--- config.mk ---
export PLATFORM = sky130hd
export DESIGN_NAME = memory_bus_arbiter
export DESIGN_NICKNAME = d
export VERILOG_FILES = /design/src/rtl/memory_bus_arbiter.sv
export SDC_FILE = /design/constraint.sdc
export NUM_CORES = 1
export LEC_CHECK = 0
export ABC_AREA = 0
export BUFFER_PORTS_ARGS = -buffer_cell sky130_fd_sc_hd__buf_2
export CAP_MARGIN = 20
export CORE_MARGIN = 8
export CORE_UTILIZATION = 47
export DETAILED_ROUTE_END_ITERATION = 6
export HOLD_SLACK_MARGIN = 0.08
export PLACE_DENSITY = 0.85
export SYNTH_ARGS = -nofsm -noshare
export SYNTH_HDL_FRONTEND = slang
export SYNTH_SLANG_ARGS = --single-unit
--- constraint.sdc ---
create_clock -name clock -period 1.9 [get_ports clock]
set_input_delay 0.285 -clock clock [delete_from_list [all_inputs] [get_ports clock]]
set_output_delay 0.285 -clock clock [all_outputs]
set_load 0.01 [all_outputs]
--- src/rtl/memory_bus_arbiter.sv ---
// Two-requester arbiter for the single-port system memory: instruction fetch (read-only)
// and microcode data access (read/write), one outstanding access with programmable wait states.
module memory_bus_arbiter #(
    parameter int ADDR_WIDTH  = 16,
    parameter int DATA_WIDTH  = 8,
    parameter int WAIT_STATES = 1,
    parameter int FAIR        = 1
) (
    input  logic                  clock,
    input  logic                  reset,

    input  logic                  fetch_request,
    input  logic [ADDR_WIDTH-1:0] fetch_address,
    output logic [DATA_WIDTH-1:0] fetch_data,
    output logic                  fetch_ready,

    input  logic                  data_request,
    input  logic                  data_write_enable,
    input  logic [ADDR_WIDTH-1:0] data_address,
    input  logic [DATA_WIDTH-1:0] data_write_data,
    output logic [DATA_WIDTH-1:0] data_read_data,
    output logic                  data_ready,

    output logic [ADDR_WIDTH-1:0] mem_address,
    output logic [DATA_WIDTH-1:0] mem_write_data,
    output logic                  mem_read_enable,
    output logic                  mem_write_enable,
    input  logic [DATA_WIDTH-1:0] mem_read_data,

    output logic                  busy,
    output logic                  grant_owner
);

    typedef enum logic [1:0] {
        IDLE,
        ACCESS,
        COMPLETE
    } state_t;

    localparam logic [3:0] WAIT_LOAD = 4'(WAIT_STATES);

    state_t     state;
    logic [3:0] wait_count;
    logic       last_owner;
    logic       access_is_write;
    logic       grant_data;
    logic       any_request;

    // Owner select: 1 = data. Under contention, round-robin favours whoever did not go last.
    always_comb begin
        grant_data = 1'b0;
        if (fetch_request && data_request) begin
            grant_data = (FAIR != 0) ? ~last_owner : 1'b1;
        end else begin
            grant_data = data_request;
        end
    end

    assign any_request = fetch_request | data_request;
    assign busy        = (state != IDLE);

    always_ff @(posedge clock) begin
        if (reset) begin
            state            <= IDLE;
            wait_count       <= '0;
            last_owner       <= 1'b1;
            access_is_write  <= 1'b0;
            grant_owner      <= 1'b0;
            mem_address      <= '0;
            mem_write_data   <= '0;
            mem_read_enable  <= 1'b0;
            mem_write_enable <= 1'b0;
            fetch_data       <= '0;
            data_read_data   <= '0;
            fetch_ready      <= 1'b0;
            data_ready       <= 1'b0;
        end else begin
            fetch_ready <= 1'b0;
            data_ready  <= 1'b0;
            case (state)
                IDLE: begin
                    if (any_request) begin
                        grant_owner <= grant_data;
                        last_owner  <= grant_data;
                        wait_count  <= WAIT_LOAD;
                        state       <= ACCESS;
                        if (grant_data) begin
                            mem_address     <= data_address;
                            access_is_write <= data_write_enable;
                            if (data_write_enable) begin
                                mem_write_data   <= data_write_data;
                                mem_write_enable <= 1'b1;
                            end else begin
                                mem_read_enable <= 1'b1;
                            end
                        end else begin
                            mem_address     <= fetch_address;
                            access_is_write <= 1'b0;
                            mem_read_enable <= 1'b1;
                        end
                    end
                end
                ACCESS: begin
                    if (wait_count != 4'd0) begin
                        wait_count <= wait_count - 4'd1;
                    end else begin
                        // Final access cycle: read data is valid now, so capture it for the owner.
                        if (!access_is_write) begin
                            if (grant_owner) begin
                                data_read_data <= mem_read_data;
                            end else begin
                                fetch_data <= mem_read_data;
                            end
                        end
                        mem_read_enable  <= 1'b0;
                        mem_write_enable <= 1'b0;
                        fetch_ready      <= ~grant_owner;
                        data_ready       <= grant_owner;
                        state            <= COMPLETE;
                    end
                end
                COMPLETE: begin
                    state <= IDLE;
                end
                default: begin
                    state <= IDLE;
                end
            endcase
        end
    end

endmodule

==> metrics.txt <==
post-synthesis mux area share 10.74%; Tot Pwr 2.448 mW; Max Clock Freq 578.8 MHz; Max IR drop VDD 0.4701 mV; H-tree depth 2; Hold Violations, Final 0; Slew @ Worst Pin 0.6370 ns; adder-cell share of the synthesized area 1.119%; setup TNS 0 ns; first-pass GRT wire length 9556 µm; clock power share 25.4%; Worst setup EP type register; Hold Slack 0.2155 ns; Synth Register Bits 53; CTS tree done; sw frac 30.21%; max-slew violations 0; crit path DAT 1.96 ns; period utilisation layout 90.94%; row count 25; Post-Route Utilization 61.15%; CTS buffer count 5; Leak 1.369 nW; Ant. Diodes 0; Die Y 84.97 µm; Net Count, Synth 310; Bufs on Longest Clock Path 2; clk sinks 53; maxcap violations 0; PwrDens 858.9 mW/mm²; Ys Warns 0; 1st-iter DRT viols 83; Netlist Area Pre-Place 0.002236 mm²; gr ovfl total 0; vias per cell 5.149; outcome complete, no violations; synth cell count leaders nand2_1 (78), dfxtp_1 (53), mux2i_1 (24), a21oi_1 (23), a311oi_1 (17); DP HPWL 4429 µm; DRT antenna net count 0; worst setup path class reg2reg; fraction of layout cells with a size suffix above 1 33.81%; Internal 1.709 mW; vias in the first global route 2101; CTS root buffer clkbuf_8; Min Clock Period, post-route 1.728 ns; Syn Inst Count 255; all-layer global routing usage 16.02%; synth top area cells dfxtp_1 (47%), nand2_1 (13%), mux2i_1 (11%); area share of the largest cell type after synthesis 47.45%; GP Congestion 0.8135; largest family of logic cells by synthesized area simple AND/OR/NAND/NOR gates; setup bufs post-CTS 0; post-synthesis sequential area ratio 47.45%; Syn-to-layout area delta 27.48%; Post-synth EDFFs 0; Initial Util 47.97%; sequential share of power 51.8%; crit path max fanout 6; # nets final 403; Ports 99; die footprint 0.007220 mm²; Buffers on Ports 98; Synth Area in Compound Gates 15.78%; Avg Inst Size Synth 8.768 µm²; Post-synth ARST share 0%; Yosys cell types 36; Worst-path clk slew 0.10 ns; most frequent cell after synthesis nand2_1; Synth area leader dfxtp_1; Hold Path Class in2reg; Die Width 84.97 µm; Simple-Gate Fraction of Synth Area 21.38%; vias 2075; largest net degree at the start of global routing 44; Logic pwr share 22.8%; CP Data Required Time 2.14 ns; TritonRoute pass-1 iters 4; Worst Skew 0.007214 ns; slew margin rel. 57.49%; Remaining DRCs 0; Net Switching 0.7395 mW; WL/cell 14.43 µm; Post-Synth XOR/XNOR Area 0%; CP Launch Type register; clock insertion delay at the later pin of the skew report 0.31 ns; RSZ-0062 raised after global routing false; initial antenna violation count 0; core box area 0.004661 mm²; Routed WL 5815 µm; Final Setup Violations 0; Synth Flop Type dfxtp_1
through the flow:
stage	worst slack [ns]	instances	instance area [µm²]
6_report	0.1722	403	2850
5_1_grt	0.04077	403	2850
4_1_cts	0.1105	403	2848
3_5_place_dp	0.1296	395	2760
3_3_place_gp	0.1666	395	2760
2_1_floorplan	0.4093	255	2236
cell type report:
class	count	area [µm²]
multi-input combinational	182	1099
sequential	53	1061
tap	54	67.56
fill	408	1810
clock inverter	2	15.01
inverter	4	15.01
timing repair buffer	102	520.5
clock buffer	6	72.57
metal layers:
metal / up-vias / wire length (µm) / global-route usage, %
met5: - / 0 / 0
li1: 1077 / - / -
met3: 6 / 452 / 6.371
met4: 0 / 95 / 5.825
met1: 916 / 2539 / 17.67
met2: 76 / 2727 / 27.06
sequential cells by signal (all words and copies together) (netlist names):
| signal | cells |
|---|---|
| access_is_write | 1 |
| data_read_data | 8 |
| data_ready | 1 |
| fetch_data | 8 |
| fetch_ready | 1 |
| grant_owner | 1 |
| last_owner | 1 |
| mem_address | 16 |
| mem_read_enable | 1 |
| mem_write_data | 8 |
| mem_write_enable | 1 |
| state | 2 |
| wait_count | 4 |
timing repair:
action                     in CTS  in global routing
gates resized for setup         0                  1
hold buffers                    0                  0
setup endpoints to repair       0                 12
critical path: stages, from the launching register on:
cell      delay (ns)
dfxtp_1         0.33
inv_1           0.11
ha_1            0.23
nand2b_1        0.15
nor4_4          0.57
mux2i_1         0.27
path summary, 6_finish.rpt:
path                            cells after the start  slack (ns)                end               start
worst max-delay path                                5        0.17      fetch_data[6]       wait_count[0]
worst min-delay path                                3        0.22  mem_write_data[3]  data_write_data[3]
worst max register to register                      5        0.17      fetch_data[6]       wait_count[0]
worst min register to register                      2        0.46      fetch_data[0]       fetch_data[0]
power groups by stage:
stage | clock (mW) | sequential [mW] | combinational, mW
final | 0.621 | 1.27 | 0.559
after CTS | 0.643 | 1.27 | 0.564
after global routing | 0.690 | 1.28 | 0.624
after global placement | 0 | 1.29 | 0.554
after detailed placement | 0 | 1.29 | 0.563
after floorplan | 0 | 1.33 | 0.313
placed cells by master, fill, tap and decap left out, types with 2 or more instances in the layout:
master,instances
ha_1,2
o21a_1,2
clkinvlp_4,2
mux2i_1,24
o21ai_0,4
clkbuf_8,5
nand2_1,78
or3b_1,2
nand4_1,2
a311oi_1,17
nor2_1,5
buf_2,98
dfxtp_1,53
inv_1,2
and2_1,2
nor2b_1,2
a21oi_1,23
buf_4,4
cells by family (layout without fill, tap and decap cells):
family / Yosys count / in the layout
and+or+nand+nor: 104 / 104
DFF: 53 / 53
AOI/OAI and AO/OA: 52 / 52
muxes: 24 / 24
buffers and inverters: 20 / 114
adders and majority gates: 2 / 2
Note: power is estimated with default switching activity, not from simulation.
